`config.mk`:
```
export PLATFORM = sky130hd
export DESIGN_NAME = player_shot_engine
export DESIGN_NICKNAME = d
export VERILOG_FILES = /design/src/rtl/space_invaders_pkg.sv /design/src/rtl/rect_scanner.sv /design/src/rtl/player_shot_engine.sv
export SDC_FILE = /design/constraint.sdc
export NUM_CORES = 1
export LEC_CHECK = 0
export ABC_AREA = 1
export BUFFER_PORTS_ARGS = -buffer_cell sky130_fd_sc_hd__buf_2
export CORE_MARGIN = 2
export CORE_UTILIZATION = 50
export DETAILED_ROUTE_END_ITERATION = 6
export PLACE_DENSITY = 0.75
export SYNTH_ARGS = -nofsm -noshare
export SYNTH_HDL_FRONTEND = slang
export SYNTH_HIERARCHICAL = 1
export SYNTH_SLANG_ARGS = --single-unit
```
`constraint.sdc`:
```
create_clock -name clk -period 4.86 [get_ports clk]
set_input_delay 0.486 -clock clk [delete_from_list [all_inputs] [get_ports clk]]
set_output_delay 0.486 -clock clk [all_outputs]
set_load 0.005 [all_outputs]
```
`src/rtl/space_invaders_pkg.sv`:
```
// Shared constants and types for the space-invaders datapath blocks.
// Screen geometry, sprite sizes, colours and the shot engine state encoding.
package space_invaders_pkg;

  localparam int SCREEN_W = 320;
  localparam int SCREEN_H = 240;
  localparam int USER_W   = 20;
  localparam int USER_Y   = 220;

  localparam logic [2:0] COL_BLACK = 3'b000;
  localparam logic [2:0] COL_WHITE = 3'b111;

  typedef enum logic [2:0] {
    S_IDLE  = 3'd0,
    S_ERASE = 3'd1,
    S_STEP  = 3'd2,
    S_DRAW  = 3'd3,
    S_DONE  = 3'd4
  } shot_state_e;

endpackage

```
`src/rtl/rect_scanner.sv`:
```
// Row-major rectangle scanner: col runs fastest, wraps to zero after the last pixel.
// Counters sit at zero whenever go is low so every scan starts at the top-left corner.
module rect_scanner #(
  parameter int CW = 4
) (
  input  logic          clk,
  input  logic          resetn,
  input  logic          go,
  input  logic [CW-1:0] width,
  input  logic [CW-1:0] height,
  output logic [CW-1:0] col,
  output logic [CW-1:0] row,
  output logic          last
);

  logic [CW-1:0] col_q, col_d;
  logic [CW-1:0] row_q, row_d;
  logic          col_end;
  logic          row_end;

  assign col_end = (col_q == width - CW'(1));
  assign row_end = (row_q == height - CW'(1));

  always_comb begin
    col_d = col_q;
    row_d = row_q;
    if (!go) begin
      col_d = '0;
      row_d = '0;
    end else if (col_end) begin
      col_d = '0;
      row_d = row_end ? '0 : row_q + CW'(1);
    end else begin
      col_d = col_q + CW'(1);
    end
  end

  always_ff @(posedge clk or negedge resetn) begin
    if (!resetn) begin
      col_q <= '0;
      row_q <= '0;
    end else begin
      col_q <= col_d;
      row_q <= row_d;
    end
  end

  assign col  = col_q;
  assign row  = row_q;
  assign last = go && col_end && row_end;

endmodule

```
`src/rtl/player_shot_engine.sv`:
```
// Player projectile engine: once per frame erases, advances and redraws the single shot,
// streaming one pixel per cycle to the controller's pixel mux.
module player_shot_engine
  import space_invaders_pkg::*;
#(
  parameter int         SHOT_W      = 2,
  parameter int         SHOT_H      = 6,
  parameter int         SHOT_SPEED  = 4,
  parameter int         LAUNCH_Y    = 214,
  parameter int         LAUNCH_DX   = 9,
  parameter int         Y_TOP       = 0,
  parameter logic [2:0] SHOT_COLOUR = 3'b111
) (
  input  logic       clk,
  input  logic       resetn,
  input  logic       fire,
  input  logic [8:0] user_x,
  input  logic       start,
  input  logic       hit,
  output logic [8:0] X,
  output logic [7:0] Y,
  output logic [2:0] colour,
  output logic       plot_valid,
  output logic       done,
  output logic       busy,
  output logic       shot_active,
  output logic [8:0] shot_x,
  output logic [7:0] shot_y
);

  localparam int         CW       = 4;
  localparam logic [7:0] RETIRE_Y = 8'(Y_TOP + SHOT_SPEED);

  shot_state_e state_q, state_d;
  logic        fire_q, fire_d;
  logic        fire_pending_q, fire_pending_d;
  logic        hit_pending_q, hit_pending_d;
  logic        shot_active_q, shot_active_d;
  logic [8:0]  shot_x_q, shot_x_d;
  logic [7:0]  shot_y_q, shot_y_d;

  logic          scan_go;
  logic          scan_last;
  logic [CW-1:0] scan_col;
  logic [CW-1:0] scan_row;
  logic          fire_edge;

  assign scan_go   = (state_q == S_ERASE) || (state_q == S_DRAW);
  assign fire_edge = fire && !fire_q;

  rect_scanner #(.CW(CW)) u_scan (
    .clk    (clk),
    .resetn (resetn),
    .go     (scan_go),
    .width  (CW'(SHOT_W)),
    .height (CW'(SHOT_H)),
    .col    (scan_col),
    .row    (scan_row),
    .last   (scan_last)
  );

  always_comb begin
    state_d        = state_q;
    fire_d         = fire;
    fire_pending_d = fire_pending_q;
    hit_pending_d  = hit_pending_q;
    shot_active_d  = shot_active_q;
    shot_x_d       = shot_x_q;
    shot_y_d       = shot_y_q;

    if (fire_edge && !shot_active_q) fire_pending_d = 1'b1;
    if (hit && shot_active_q)        hit_pending_d  = 1'b1;

    case (state_q)
      S_IDLE:  if (start) state_d = shot_active_q ? S_ERASE : S_STEP;
      S_ERASE: if (scan_last) state_d = S_STEP;
      S_STEP: begin
        if (hit_pending_q) begin
          shot_active_d = 1'b0;
        end else if (shot_active_q && (shot_y_q < RETIRE_Y)) begin
          shot_active_d = 1'b0;
        end else if (shot_active_q) begin
          shot_y_d = shot_y_q - 8'(SHOT_SPEED);
        end else if (fire_pending_q) begin
          shot_x_d       = user_x + 9'(LAUNCH_DX);
          shot_y_d       = 8'(LAUNCH_Y);
          shot_active_d  = 1'b1;
          fire_pending_d = 1'b0;
        end
        // a hit arriving now belongs to the shot as it stands after this step
        hit_pending_d = hit && shot_active_d;
        state_d       = shot_active_d ? S_DRAW : S_DONE;
      end
      S_DRAW:  if (scan_last) state_d = S_DONE;
      S_DONE:  state_d = S_IDLE;
      default: state_d = S_IDLE;
    endcase
  end

  always_ff @(posedge clk or negedge resetn) begin
    if (!resetn) begin
      state_q        <= S_IDLE;
      fire_q         <= 1'b0;
      fire_pending_q <= 1'b0;
      hit_pending_q  <= 1'b0;
      shot_active_q  <= 1'b0;
      shot_x_q       <= '0;
      shot_y_q       <= '0;
    end else begin
      state_q        <= state_d;
      fire_q         <= fire_d;
      fire_pending_q <= fire_pending_d;
      hit_pending_q  <= hit_pending_d;
      shot_active_q  <= shot_active_d;
      shot_x_q       <= shot_x_d;
      shot_y_q       <= shot_y_d;
    end
  end

  assign plot_valid  = scan_go;
  assign X           = scan_go ? shot_x_q + 9'(scan_col) : '0;
  assign Y           = scan_go ? shot_y_q + 8'(scan_row) : '0;
  assign colour      = (state_q == S_DRAW) ? SHOT_COLOUR : COL_BLACK;
  assign done        = (state_q == S_DONE);
  assign busy        = (state_q != S_IDLE);
  assign shot_active = shot_active_q;
  assign shot_x      = shot_x_q;
  assign shot_y      = shot_y_q;

endmodule
```
**After elaboration in Yosys (flattened, before gate mapping)**

Cells that the tools add are included.
W data, S select, Z words.

- Add/sub/neg operators: 6
- Multiply operators: 0
- Div/mod/pow operators: 0
- Magnitude comparators: 1
- Eq/ne operators: 10
- Shift operators: 0
- Muxes and demuxes: 29
- Bitwise gates (word level): 3
- Reduce and logical (&&, ||, !) cells: 17

Operators by type and width:

| operator | count |
|---|---|
| $mux W8 | 3 |
| $mux W4 | 5 |
| $mux W3 | 5 |
| $mux W1 | 13 |
| $pmux W3 S4 | 1 |
| $add A9 B4 Y9 | 1 |
| $add A9 B4 Y9 const B | 1 |
| $mux W9 | 1 |
| $add A4 B1 Y4 const B | 2 |
| $add A8 B4 Y8 | 1 |
| $lt A8 B3 Y1 const B | 1 |
| $sub A8 B3 Y8 const B | 1 |
| $logic_and A1 B1 Y1 | 7 |
| $eq A3 B2 Y1 const B | 2 |
| $ne A2 B2 Y1 const B | 3 |
| $reduce_and A5 Y1 | 1 |
| $eq A4 B1 Y1 const B | 1 |
| $eq A4 B3 Y1 const B | 1 |
| $reduce_and A4 Y1 | 1 |
| $reduce_bool A2 Y1 | 2 |
| $eq A3 B1 Y1 const B | 1 |
| $eq A3 B3 Y1 const B | 1 |
| $logic_not A3 Y1 | 1 |
| $not A1 Y1 | 3 |
| 6 further kinds | 7 |

- Flip-flop bits (word level): 32
- Bits in latches: 0
- RAM bits: 0
- Bits in read-only memories: 0
- Bits of input ports: 14
- Output and inout bits: 41
- Logic and storage cells: 75
- Memories kept: 0

**Longest topological paths before layout**

- Word-level depth: 9
- Depth in mapped cells: 14

**Hierarchy**

The synthesis kept the hierarchy.

By module, submodules not included:

| module | instances | cells an instance | area an instance (sq um) |
|---|---|---|---|
| player_shot_engine | 1 | 271 | 1799.2 |
| rect_scanner | 1 | 98 | 673.1 |

**Worst setup path before layout**

Ideal clock, no wire load.

- Path kind: reg-to-output
- From: reg u_scan.col_q[0], in the netlist u_scan/col[0]
- To: out X[6]
- Data arrival time: 1458 ps
- Required time: 4374 ps
- Path slack: 2916 ps
- Cell stages (with the launch flop): 8
- Buffers on the path: 0
- Path through: dfrtp_1 ha_1 fa_1 nand3_1 nand2_1 nand3_1 nand2_1 nor2_1

- Longest elaborated chain between the ends: 2

Ends and longest elaborated chain:

| what | line | text |
|---|---|---|
| start: declaration | rect_scanner.sv:16 | `logic [CW-1:0] col_q, col_d;` |
| start signal: assignment | rect_scanner.sv:43 | `col_q <= col_d;` |
| $add A9 B4 Y9 | player_shot_engine.sv:121 | `assign X = scan_go ? shot_x_q + 9'(scan_col) : '0;` |
| $mux W9 | player_shot_engine.sv:121 |  |
| end: declaration | player_shot_engine.sv:20 | `output logic [8:0] X,` |

No other way between the ends.

**Final worst setup path**

- From: reg state_q[2]
- To: out X[3]

- Longest elaborated chain between the ends: 3
- Elaborated cells between the ends (all ways): 4
- Those cells by class: eq/ne (2); mux (1); reduce/logical (1)

Ends and longest elaborated chain:

| what | line | text |
|---|---|---|
| start: declaration | player_shot_engine.sv:34 | `shot_state_e state_q, state_d;` |
| start signal: assignment | player_shot_engine.sv:110 | `state_q <= state_d;` |
| $eq A3 B1 Y1 or $eq A3 B2 Y1 (tied branches) | player_shot_engine.sv:48 | `assign scan_go = (state_q == S_ERASE) \|\| (state_q == S_DRAW);` |
| $logic_or A1 B1 Y1 (*) | player_shot_engine.sv:48 |  |
| $mux W9 (*) | player_shot_engine.sv:121 |  |

Mark *: on every way between the ends. The rest lies on a longest branch, timed or not.

==> out/summary.log <==
qor: sta.tightest_slew 0.707 ns
qor: synthesis.post_synth_instance_area 2470 um2
qor: place.hpwlAfterDp 4.20 mm
qor: synthesis.synth_top_area_frac 0.314
qor: critical_path.critical_path_class reg -> out
qor: power_and_ir_drop.irDropWorstVdd 0.242 mV
qor: synthesis.yosys.cell_types.count 32
qor: finish.filler_cell_count 451
qor: global_routing.groute.usage.overall 0.202
qor: floorplanning.fp.dieH 74.3 um
qor: power_and_ir_drop.p_int 0.760 mW
qor: sta.final_hold_viol_count 0
qor: power_and_ir_drop.leakage 1.66 nW
qor: sta.relSlewSlack 0.529
qor: floorplanning.placementRows 25
qor: floorplanning.ios 55
qor: finish.final_area 2900 um2
qor: synthesis.synth_sequential_area_ratio 0.314
qor: cts.ctsHtreeMaxLevel 2
qor: sta.fin_tns_setup 0 ns
qor: global_routing.grt_first_pass_wirelength 8.75 mm
qor: critical_path.cp_max_fo 20
qor: status.run_status completed
qor: finish.multiInputGateArea 1470 um2
qor: finish.finished_core_util 0.611
qor: power_and_ir_drop.share_clk_of_total_power 0.142
qor: synthesis.ys.warnings.count 6
qor: synthesis.post_synth.cell_area_avg 6.70 um2
qor: finish.seq_area 776 um2
qor: floorplanning.initial_utilization 0.520
qor: global_routing.grt_max_degree 32
qor: cts.cts_repair_resize_count 0
qor: cts.cts_inserted_buffers 5
qor: global_routing.vias_in_the_first_global_route 2012
qor: route.drt_wl_total 5.32 mm
qor: finish.final_nets 466
qor: critical_path.crit_required 4.37 ns
qor: route.antenna_left 0
qor: route.avgViaCountPerCell 4.73
qor: critical_path.start_kind flop
qor: sta.final_min_period_over_clock_period 0.511
qor: power_and_ir_drop.combPwrFrac 0.510
qor: power_and_ir_drop.seq_power_share 0.349
qor: route.vias 2389
qor: synthesis.main_area_contributors_after_synthesis sky130_fd_sc_hd__dfrtp_1 31%, sky130_fd_sc_hd__nand2_1 17%, sky130_fd_sc_hd__inv_1 7.9%
qor: critical_path.reg2reg_from state_q[2]$_DFFE_PN0P_
qor: floorplanning.die_w 74.3 um
qor: place.placed_cell_area 2820 um2
qor: job.max_cap_viol_count 0
qor: route.drc 0
qor: cts.cts_sinks 31
qor: synthesis.synth.largest_area_cell sky130_fd_sc_hd__dfrtp_1
qor: floorplanning.fp.dieArea 5520 um2
qor: finish.post_route_cells_drive_above_1_share 0.187
qor: sta.post-route-min-period 2.49 ns
qor: synthesis.synthesis.instances 369
qor: power_and_ir_drop.p_sw_frac 0.466
qor: finish.syn_to_final_growth 17.4%
qor: sta.rsz0062_at_grt false
qor: global_routing.antenna_found_initial 0
qor: min_path.worst_hold_path_type in -> async
qor: cts.clk_path_buf_depth 2
qor: cts.cts_setup_buffers 0
qor: critical_path.setup.reg_to_reg.worst_slack 2.69 ns
qor: floorplanning.core 4750 um2
qor: critical_path.critical_path_arrival 2.00 ns
qor: power_and_ir_drop.netSwitchingPower 0.664 mW
qor: route.initialDrtViolationCount 153
qor: cts.clock_pin_slew_of_the_registers_on_the_worst_case_setup_and_hold_paths 0.06 ns
qor: route.wl_per_cell 10.5 um
qor: route.drt_first_pass_iters 5
qor: sta.setup_violations 0
qor: power_and_ir_drop.power_per_cell_area 490 nW/um2
qor: finish.diodes 0
qor: sta.fmax 402 MHz
qor: sta.maxSlewViolCount 0
qor: critical_path.timing.rr.end state_q[0]$_DFFE_PN0P_
qor: critical_path.setup.worst_path.end_class primary output
qor: sta.timing.clock.skew 0.00640 ns
qor: global_routing.grt.overflow.total 0
qor: synthesis.ff_latch_count_synth 31
qor: cts.cts_root_buf sky130_fd_sc_hd__clkbuf_8
qor: place.place.port_buffers 53
qor: critical_path.worstRegToRegCells 11
qor: cts.tritoncts done
qor: place.routabilityCongestion 0.845
qor: cts.cts_hold_repair.buffers 0
qor: cts.insertion_delay 0.28 ns
## cells in the mapped netlist
cell and n:
sky130_fd_sc_hd__a21boi_0 1, sky130_fd_sc_hd__a21oi_1 14, sky130_fd_sc_hd__a31oi_1 1, sky130_fd_sc_hd__buf_2 2, sky130_fd_sc_hd__buf_4 6, sky130_fd_sc_hd__buf_6 2
sky130_fd_sc_hd__clkinv_4 1, sky130_fd_sc_hd__conb_1 2, sky130_fd_sc_hd__dfrtp_1 31, sky130_fd_sc_hd__fa_1 1, sky130_fd_sc_hd__ha_1 13, sky130_fd_sc_hd__inv_1 52
sky130_fd_sc_hd__inv_2 5, sky130_fd_sc_hd__nand2_1 111, sky130_fd_sc_hd__nand2_2 4, sky130_fd_sc_hd__nand2_4 1, sky130_fd_sc_hd__nand3_1 35, sky130_fd_sc_hd__nand3_2 3
sky130_fd_sc_hd__nand3b_1 1, sky130_fd_sc_hd__nand4_1 4, sky130_fd_sc_hd__nand4_4 1, sky130_fd_sc_hd__nor2_1 38, sky130_fd_sc_hd__nor2_4 1, sky130_fd_sc_hd__nor3_1 5
sky130_fd_sc_hd__nor3_4 1, sky130_fd_sc_hd__o211ai_1 1, sky130_fd_sc_hd__o21ai_0 13, sky130_fd_sc_hd__o21ai_1 5, sky130_fd_sc_hd__o21ai_2 3, sky130_fd_sc_hd__or2_2 2
sky130_fd_sc_hd__xnor2_1 4, sky130_fd_sc_hd__xor2_1 5
## state kept, by name, summed over array words and instances (netlist names)
| register | count |
|---|---|
| u_scan/col | 4 |
| fire_q | 1 |
| fire_pending_q | 1 |
| shot_x | 9 |
| u_scan/row | 4 |
| shot_active | 1 |
| shot_y | 7 |
| hit_pending_q | 1 |
| state_q | 3 |
## final cells by class
class | instances | share of cell area
inverter | 58 | 0.0767
clock buffer | 6 | 0.0284
multi-input combinational | 289 | 0.506
clock inverter | 1 | 0.00172
timing repair buffer | 53 | 0.0914
sequential | 31 | 0.267
tap | 67 | 0.0289
## per-stage QoR
step / std cells / hold slack [ns] / power [mW] / setup slack [ns]
2_1_floorplan: 388 / 0.190 / 0.992 / 2.92
3_3_place_gp: 498 / 0.508 / 1.22 / 2.67
3_5_place_dp: 498 / 0.505 / 1.23 / 2.66
4_1_cts: 505 / 0.280 / 1.44 / 2.34
5_1_grt: 505 / 0.320 / 1.57 / 2.14
6_report: 505 / 0.256 / 1.42 / 2.37
## layout by cell type (no fill, tap or decap), types with 2 or more instances in the layout
cell and n:
sky130_fd_sc_hd__nand2_1 111, sky130_fd_sc_hd__buf_2 53, sky130_fd_sc_hd__inv_1 52, sky130_fd_sc_hd__nor2_1 38, sky130_fd_sc_hd__nand3_1 35, sky130_fd_sc_hd__dfrtp_1 31, sky130_fd_sc_hd__conb_1 21, sky130_fd_sc_hd__a21oi_1 14
sky130_fd_sc_hd__o21ai_0 13, sky130_fd_sc_hd__ha_1 13, sky130_fd_sc_hd__clkbuf_8 6, sky130_fd_sc_hd__inv_2 5, sky130_fd_sc_hd__nor3_1 5, sky130_fd_sc_hd__xor2_1 5, sky130_fd_sc_hd__o21ai_1 5, sky130_fd_sc_hd__nand4_1 4
sky130_fd_sc_hd__xnor2_1 4, sky130_fd_sc_hd__nand2_2 4, sky130_fd_sc_hd__nand3_2 3, sky130_fd_sc_hd__o21ai_2 3, sky130_fd_sc_hd__or2_2 2
## worst max path at each step
stage                                    startpoint  slack, ns  cells past startpoint  endpoint
after detailed placement     state_q[2]$_DFFE_PN0P_       2.66                      6      X[3]
after CTS                    state_q[2]$_DFFE_PN0P_       2.34                      6      X[3]
after global placement    u_scan/row[2]$_DFFE_PN0P_       2.67                      8      Y[6]
final                        state_q[2]$_DFFE_PN0P_       2.37                      6      X[3]
after floorplan             u_scan/col[0]$_DFF_PN0_       2.92                      7      X[6]
after global routing         state_q[2]$_DFFE_PN0P_       2.14                      6      Y[2]
## kinds of logic (layout without fill, tap and decap cells)
kind of cell	after synthesis	count (layout)	synth area share
AO/OA/AOI/OAI	38	38	0.0840
XOR/XNOR	9	9	0.0319
adder cells (fa/ha/maj)	14	14	0.0739
buffers and inverters	68	118	0.121
flip-flops	31	31	0.314
other	2	21	0.00304
AND/OR/NAND/NOR	207	207	0.372
## power by group through the flow
stage | sequential, mW | clock (mW) | combinational, mW
6_report | 0.496 | 0.202 | 0.725
5_1_grt | 0.515 | 0.218 | 0.835
4_1_cts | 0.495 | 0.209 | 0.732
3_5_place_dp | 0.499 | 0 | 0.728
3_3_place_gp | 0.496 | 0 | 0.722
2_1_floorplan | 0.452 | 0 | 0.540
## layer usage
layer  global-route usage  share of wire
met2                0.320           0.46
met3               0.0312          0.045
met1                0.289           0.48
met5                    0              0
met4               0.0595          0.014
## worst max-delay path, cell delays in order (launching register included)
cell and delay, ns:
sky130_fd_sc_hd__dfrtp_1 0.39, sky130_fd_sc_hd__inv_1 0.13, sky130_fd_sc_hd__nand2_1 0.19, sky130_fd_sc_hd__inv_1 0.52
sky130_fd_sc_hd__o21ai_0 0.18, sky130_fd_sc_hd__a21oi_1 0.18, sky130_fd_sc_hd__buf_2 0.14
No activity file was read; power rests on OpenSTA's default activity.
